### src/rtl/reg_bus_pkg.sv
// rtl/reg_bus_pkg.sv - shared state, requester and data-width definitions for the register-bus arbiter
package reg_bus_pkg;

    localparam int REG_DATA_W = 8;

    localparam logic REQ_HOST  = 1'b0;
    localparam logic REQ_MAPLE = 1'b1;

    typedef enum logic [1:0] {
        IDLE   = 2'd0,
        ACCESS = 2'd1,
        DONE   = 2'd2
    } arb_state_t;

endpackage

### src/rtl/reg_bus_rr_pick.sv
// rtl/reg_bus_rr_pick.sv - combinational two-way round-robin selector
module reg_bus_rr_pick
    import reg_bus_pkg::*;
(
    input  logic [1:0] req,
    input  logic       ptr,
    output logic       grant,
    output logic       valid
);

    // A lone requester always wins; the pointer only breaks ties.
    assign valid = |req;
    assign grant = (&req) ? ptr : req[REQ_MAPLE];

endmodule

### src/rtl/reg_bus_arbiter.sv
// rtl/reg_bus_arbiter.sv - two-requester arbiter and sequencer for the shared control-register bus
// Optional bus locking is enabled by defining REG_ARB_LOCK_EN.
module reg_bus_arbiter
    import reg_bus_pkg::*;
#(
    parameter int unsigned NUM_REGS = 8,
    parameter int unsigned ADDR_W   = 3
)
(
    input  logic                  clk,
    input  logic                  rst,
    input  logic [1:0]            req,
    input  logic [ADDR_W-1:0]     addr0,
    input  logic [ADDR_W-1:0]     addr1,
    input  logic                  we0,
    input  logic                  we1,
    input  logic [REG_DATA_W-1:0] wdata0,
    input  logic [REG_DATA_W-1:0] wdata1,
`ifdef REG_ARB_LOCK_EN
    input  logic [1:0]            lock,
`endif
    output logic [1:0]            ack,
    output logic [REG_DATA_W-1:0] rdata,
    output logic                  busy,
    output logic [NUM_REGS-1:0]   reg_cs,
    output logic                  reg_we,
    output logic [REG_DATA_W-1:0] reg_wdata,
    input  logic [REG_DATA_W-1:0] reg_rdata
);

    arb_state_t              state;
    logic                    ptr;
    logic                    grant;
    logic                    ptr_next;
    logic                    pick_grant;
    logic                    pick_valid;
    logic [ADDR_W-1:0]       pick_addr;
    logic                    pick_we;
    logic [REG_DATA_W-1:0]   pick_wdata;
    logic [NUM_REGS-1:0]     pick_cs;

    reg_bus_rr_pick u_pick (
        .req   (req),
        .ptr   (ptr),
        .grant (pick_grant),
        .valid (pick_valid)
    );

    // Out-of-range addresses match no bit, so they decode to an all-zero select.
    always_comb begin
        pick_addr  = pick_grant ? addr1  : addr0;
        pick_we    = pick_grant ? we1    : we0;
        pick_wdata = pick_grant ? wdata1 : wdata0;
        pick_cs    = '0;
        for (int i = 0; i < NUM_REGS; i++) begin
            pick_cs[i] = (pick_addr == ADDR_W'(i));
        end
    end

`ifdef REG_ARB_LOCK_EN
    assign ptr_next = lock[grant] ? grant : ~grant;
`else
    assign ptr_next = ~grant;
`endif

    always_ff @(posedge clk or negedge rst) begin
        if (!rst) begin
            state     <= IDLE;
            ptr       <= REQ_HOST;
            grant     <= REQ_HOST;
            ack       <= 2'b00;
            rdata     <= '0;
            busy      <= 1'b0;
            reg_cs    <= '0;
            reg_we    <= 1'b0;
            reg_wdata <= '0;
        end else begin
            case (state)
                IDLE: begin
                    if (pick_valid) begin
                        state     <= ACCESS;
                        busy      <= 1'b1;
                        grant     <= pick_grant;
                        reg_cs    <= pick_cs;
                        reg_we    <= pick_we;
                        reg_wdata <= pick_wdata;
                    end
                end
                ACCESS: begin
                    state <= DONE;
                    if (!reg_we) begin
                        rdata <= (|reg_cs) ? reg_rdata : '0;
                    end
                    reg_cs <= '0;
                    reg_we <= 1'b0;
                    ack    <= grant ? 2'b10 : 2'b01;
                end
                DONE: begin
                    state <= IDLE;
                    busy  <= 1'b0;
                    ack   <= 2'b00;
                    ptr   <= ptr_next;
                end
                default: begin
                    state <= IDLE;
                end
            endcase
        end
    end

endmodule

### config.mk
export PLATFORM = sky130hd
export DESIGN_NAME = reg_bus_arbiter
export DESIGN_NICKNAME = d
export VERILOG_FILES = /design/src/rtl/reg_bus_pkg.sv /design/src/rtl/reg_bus_rr_pick.sv /design/src/rtl/reg_bus_arbiter.sv
export SDC_FILE = /design/constraint.sdc
export NUM_CORES = 1
export LEC_CHECK = 0
export ABC_AREA = 1
export BUFFER_PORTS_ARGS = -buffer_cell sky130_fd_sc_hd__buf_2
export CAP_MARGIN = 20
export CORE_ASPECT_RATIO = 2
export CORE_MARGIN = 2
export CORE_UTILIZATION = 50
export DETAILED_ROUTE_END_ITERATION = 6
export PLACE_DENSITY = 0.91
export SLEW_MARGIN = 20
export SYNTH_ARGS = -nofsm -noshare
export SYNTH_HDL_FRONTEND = slang
export SYNTH_SLANG_ARGS = --single-unit
### constraint.sdc
create_clock -name clk -period 2.66 [get_ports clk]
set_clock_uncertainty 0.05 [all_clocks]
set_input_delay 0 -clock clk [delete_from_list [all_inputs] [get_ports clk]]
set_output_delay 0 -clock clk [all_outputs]
set_load 0.02 [all_outputs]
==> parameters.txt, run 1 <==
Parameter                              Value

Clock network
  Hold Buf Count CTS ... 27
  Number of gates resized after CTS ... 0
  Bufs on Longest Clock Path ... 2
  Total clock buffers created by CTS ... 5
  Buffer count from post-CTS setup fixing ... 0
  Clock sink count ... 32
  Clock tree from TritonCTS ... done
  Clock-pin slew on the worst setup and hold paths ... 0.07 ns
  Latest clock arrival within the worst-skew pair ... 0.29 ns
  Level count of the clock H-tree ... 2
  Buffer type at the clock tree root ... clkbuf_8

Critical path
  Worst endpoint required time ... 2.78 ns
  Buffers & Inverters on Critical Path ... 3
  Crit Path Class ... reg -> reg
  Internal reg-to-reg setup slack ... 0.50 ns
  Kind of capture point of the worst setup path ... flip-flop
  Delay of the slowest cell on the worst path ... 0.57 ns
  Critical path data arrival time ... 2.28 ns
  Worst setup SP type ... flip-flop
  Worst path slowest cell ... dlygate4sd3_1
  Crit path cell chain ... inv_1 > ha_1 > o21ai_4 > inv_4 > nor2_1 > a21oi_2 > dlygate4sd3_1
  Gate family responsible for the most delay along the worst path ... buffers and inverters
  Crit path max fanout ... 12

Floorplanning
  Die Y ... 85.5 um
  Starting density of the core ... 0.526
  Row count ... 29
  Die ar. ... 3830 um2
  Top-Level Pins ... 64
  Core Region ... 3160 um2
  Die boundary width ... 44.8 um

GRT
  Global-route usage over all layers ... 0.285
  Number of global-route vias before repair ... 1,735
  Total congestion overflow ... 0
  Number of antenna violations at the first check in global routing ... 0
  First-pass GRT wire length ... 7780 um
  Pin count of the biggest net entering global routing ... 33

Placement
  Post-DP HPWL ... 2940 um
  Input/output buffers ... 63
  Routability cong. ... 0.796

Drt
  Total routed wirelength ... 4870 um
  DRC ... 0
  Initial DRT Pass Iterations ... 4
  Vias after detailed routing ... 1,698
  Via density ... 5.32
  Number of design-rule violations left by the first detailed-router iteration ... 79
  Wire length per cell ... 15.3 um
  Number of nets still failing antenna checks after routing ... 0

Power and ir drop
  Pwr Density ... 1140 nW/um2
  Worst supply voltage drop on vdd ... 0.000923 V
  Total power consumption of the routed design ... 2690 uW
  Leakage dissipation ... 0.00124 uW

Worst hold path
  Type of the tightest min-delay check ... in -> reg

Logic synthesis
  Synth Net Count ... 233
  Avg Cell Area, Syn ... 8.61 um2
  Netlist Area Pre-Place ... 1660 um2
  FFs w/ async S/R, synth ... 1.00
  Number of enable-type register cells in the synthesized netlist ... 0
  Count of warnings emitted by yosys ... 0
  Part of the Yosys area used for sequential elements ... 0.482
  Number of cells produced by synthesis ... 193
  Number of storage elements in the synthesis netlist ... 32
  Post-synth cell types ... 18
  Top flip-flop cell by instance count after synthesis ... dfrtp_1

Layout
  Area added between synthesis and finish ... 41.5%
  Filler instances ... 206
  Most common library cell in the layout ignoring fill and taps ... nand2_1
  Diodes inserted ... 0
  Top library cells by usage in the layout, fill and taps aside ... nand2_1, buf_2, dfrtp_1
  Layout net count ... 327
  Fraction of final layout cells with drive strength greater than 1 ... 0.340

Status
  Result of the run ... completed

STA
  Relative slew slack ... 0.528
  Final critical delay including setup and external delays ... 2.16 ns
  Final count of pins violating max slew ... 0
  Number of hold violations in the final report ... 0
  Tightest Pin Transition ... 0.708 ns
  RSZ-0062 raised after global routing ... no
  Highest achievable clock rate ... 0.463 GHz
  Final number of setup-violating endpoints ... 0
  Final Cycle Share ... 0.812
  Aggregate negative setup slack ... 0 ns

Job
  Max-cap viol count ... 0
==> worst min-delay path, delay by kind of cell <==
family | cells | cell delay [ns]
AND/OR/NAND/NOR | 5 | 0.26
buffers and inverters | 1 | 0.08
==> synth_stat cells (3+ instances only) <==
| cell | n | area share |
|---|---|---|
| nor2_4 | 3 | 0.020 |
| o21ai_0 | 14 | 0.042 |
| nand2_4 | 3 | 0.020 |
| nand2_1 | 69 | 0.16 |
| a21oi_2 | 16 | 0.084 |
| inv_1 | 15 | 0.034 |
| ha_1 | 4 | 0.030 |
| nor2_1 | 19 | 0.043 |
| nand3_1 | 6 | 0.018 |
| dfrtp_1 | 32 | 0.48 |
| o21ai_2 | 3 | 0.016 |
==> routing by layer <==
metal  up-vias  global-route usage  share of wire
met1       793               0.272           0.32
met5         -                   0              0
met4         0               0.163          0.041
met2        85               0.509           0.56
li1        798                   -              -
met3        22              0.0779          0.075
==> flip-flops by register name, indices dropped and copies added (netlist names) <==
| register | count |
|---|---|
| ack | 2 |
| reg_wdata | 8 |
| busy | 1 |
| grant | 1 |
| rdata | 8 |
| state | 2 |
| reg_cs | 8 |
| ptr | 1 |
| reg_we | 1 |
==> per-stage QoR <==
stage	cell area, um2	utilization	setup WS (ns)	cells	hold WS, ns
floorplan	1660	-	1.29	193	-0.346
global placement	1970	0.625	1.10	284	0.0246
detailed placement	1970	0.625	1.04	284	0.0363
CTS	2350	0.745	0.519	319	0.0513
global route	2350	0.745	0.391	319	0.0916
finish	2350	0.745	0.499	319	0.0488
==> cell type report <==
type	instances	area (um2)	area share
Sequential cell	32	801	0.341
Multi-Input combinational cell	141	752	0.320
Timing Repair Buffer	90	586	0.249
Clock buffer	6	72.6	0.0309
Inverter	17	66.3	0.0282
Tap cell	31	38.8	0.0165
Clock inverter	2	35.0	0.0149
==> report_power, final <==
group,switching [uW],total (uW),leakage [uW],internal (uW)
registers,121,809,0.000402,688
logic,889,1410,0.000783,526
clock network,184,462,0.0000552,278
==> kinds of logic after synthesis <==
group / count (synthesis) / share of synthesized area
DFF: 32 / 0.482
buffers and inverters: 20 / 0.0655
AOI/OAI and AO/OA: 35 / 0.156
adders and majority gates: 4 / 0.0301
and+or+nand+nor: 102 / 0.267
==> path summary, 6_finish.rpt <==
check                      startpoint  cells after the start           end
setup / recovery             state[0]                      7  reg_wdata[2]
hold / removal               addr0[1]                      6     reg_cs[5]
setup reg to reg             state[0]                      7  reg_wdata[2]
hold reg to reg              rdata[5]                      2      rdata[5]
max in group asynchronous         rst                      2  reg_wdata[3]
min in group asynchronous         rst                      2        ack[1]
Power figures use the tool's default switching activity.
==> run 2, diff against run 1 <==
Settings changed: CORE_UTILIZATION 50 to 44, PLACE_DENSITY 0.91 to 0.86.
Clock period 2.66 ns to 1.9 ns, I/O delays scaled along.
==> run 2 against run 1 <==
  * Power increased by 27%
  * Utilization down 8.9 points
  * Sequential share of layout area decreased by 0.22 points
  * Sequential power increased by 38%
  * Via count shrank 7.5%
  * Highest routed layer unchanged
  * Global-route usage down 7.2 points
  * Wire length shrank 17%
  * Clock power increased by 16%
==> parameters.txt, run 2 (synthesis results as in run 1) <==
Parameter                              Value

Layout
  Area of all placed cells without fillers ... 2370 um2
  Most common library cell in the layout ignoring fill and taps ... nand2_1
  Final core occ ... 0.656
  Area added between synthesis and finish ... 42.4%
  Fraction of final layout cells with drive strength greater than 1 ... 0.346
  Largest registers ... rdata: 8 flops, reg_cs: 8 flops, reg_wdata: 8 flops
  Layout net count ... 328
  Top library cells by usage in the layout, fill and taps aside ... nand2_1, buf_2, dfrtp_1
  Diodes inserted ... 0

Drt
  Wire length per cell ... 11.9 um
  Via density ... 4.64
  Number of design-rule violations left by the first detailed-router iteration ... 29
  Total routed wirelength ... 4030 um
  Number of nets still failing antenna checks after routing ... 0
  Vias after detailed routing ... 1,570
  DRC ... 0
  Initial DRT Pass Iterations ... 4

GRT
  Number of global-route vias before repair ... 1,610
  Global-route usage over all layers ... 0.213
  First-pass GRT wire length ... 6610 um
  Number of antenna violations at the first check in global routing ... 0
  Pin count of the biggest net entering global routing ... 33
  Total congestion overflow ... 0

Critical path
  Crit Path Class ... reg -> reg
  Cells on worst reg2reg path ... 7
  Internal reg-to-reg setup slack ... 0.30 ns
  Delay of the slowest cell on the worst path ... 0.38 ns
  Worst path slowest cell ... dfrtp_1
  Endpoint of the most critical register-to-register path ... rdata[7]
  Worst setup SP type ... flip-flop
  Most frequent CP cell ... inv_1
  Worst endpoint required time ... 2.01 ns
  Crit Reg-Reg Startpoint ... state[1]
  Critical path data arrival time ... 1.70 ns
  Kind of capture point of the worst setup path ... flip-flop
  Crit path max fanout ... 9
  Crit path cell chain ... inv_1 > ha_1 > inv_1 > nor2_4 > inv_1 > nand2_1 > o21ai_0

Clock network
  Latest clock arrival within the worst-skew pair ... 0.29 ns
  Level count of the clock H-tree ... 2
  Clock-pin slew on the worst setup and hold paths ... 0.07 ns
  Clock tree from TritonCTS ... done
  Bufs on Longest Clock Path ... 2
  Clock sink count ... 32
  Buffer type at the clock tree root ... clkbuf_8
  Total clock buffers created by CTS ... 5
  Number of gates resized after CTS ... 0

Power and ir drop
  Leakage dissipation ... 0.00124 uW
  Worst supply voltage drop on vdd ... 0.000834 V
  Total power consumption of the routed design ... 3410 uW
  Pwr Density ... 1440 nW/um2

Floorplanning
  Core Region ... 3610 um2
  Die Y ... 90.9 um
  Die ar. ... 4310 um2
  Starting density of the core ... 0.461
  Row count ... 31
  Top-Level Pins ... 64
  Die boundary width ... 47.5 um

Placement
  Post-DP HPWL ... 2820 um
  Routability cong. ... 0.782
  Placed cell area ... 2000 um2
  Input/output buffers ... 63

STA
  RSZ-0062 raised after global routing ... no
  Relative slew slack ... 0.543
  Final Cycle Share ... 0.840
  Aggregate negative setup slack ... 0 ns
  Final critical delay including setup and external delays ... 1.60 ns
  Final count of pins violating max slew ... 0
  Number of hold violations in the final report ... 0
  Tightest Pin Transition ... 0.686 ns
  Highest achievable clock rate ... 0.627 GHz
  Final number of setup-violating endpoints ... 0

Worst hold path
  End point of the most critical hold path ... reg_cs[6]
  Worst Min Path Start ... addr0[0]
  Hold Path Stages ... 6
  Type of the tightest min-delay check ... in -> reg

Job
  Max-cap viol count ... 0

Status
  Result of the run ... completed
==> run 2: worst max-delay path by stage <==
stage | from | end | cells past startpoint
after floorplan | state[1] | rdata[0] | 7
after global placement | state[1] | rdata[2] | 7
after CTS | state[1] | rdata[5] | 7
after detailed placement | state[1] | rdata[5] | 7
after global routing | state[1] | rdata[0] | 7
final | state[1] | rdata[7] | 7
==> run 2: area by class of cell <==
cell class                      instances  area [um2]
Clock inverter                          2        10.0
Fill cell                             315        1240
Multi-Input combinational cell        141         752
Inverter                               17        66.3
Sequential cell                        32         801
Tap cell                               49        61.3
Clock buffer                            6        82.6
Timing Repair Buffer                   91         593
==> run 2: critical path: cells and delay by family, from the launching register on <==
kind            cells  cell delay [ns]
buf+inv             3             0.42
compound gates      1             0.08
fa+ha+maj           1             0.24
simple gates        2             0.30
flops               1             0.38
==> run 2: what timing repair did <==
item / 4_1_cts / 5_1_grt
setup buffers: 0 / 0
hold endpoints to repair: 49 / 0
hold buffers: 27 / 0
==> run 2: power by group <==
group,internal (uW),switching [uW]
registers,963,155
clock network,288,247
logic,604,1150
total,1860,1560
==> run 2: metrics by stage <==
stage	cells	hold slack [ns]	setup WS, ns
after floorplan	193	-0.346	0.527
after global placement	303	0.0256	0.336
after detailed placement	303	0.0386	0.283
after CTS	338	0.0548	0.274
after global routing	338	0.0799	0.170
final	338	0.0519	0.305
==> run 2: routing by layer <==
layer	GRT usage	routed length, um
met1	0.195	1420
met3	0.0400	186
met5	0	0
met2	0.395	2340
met4	0.104	90
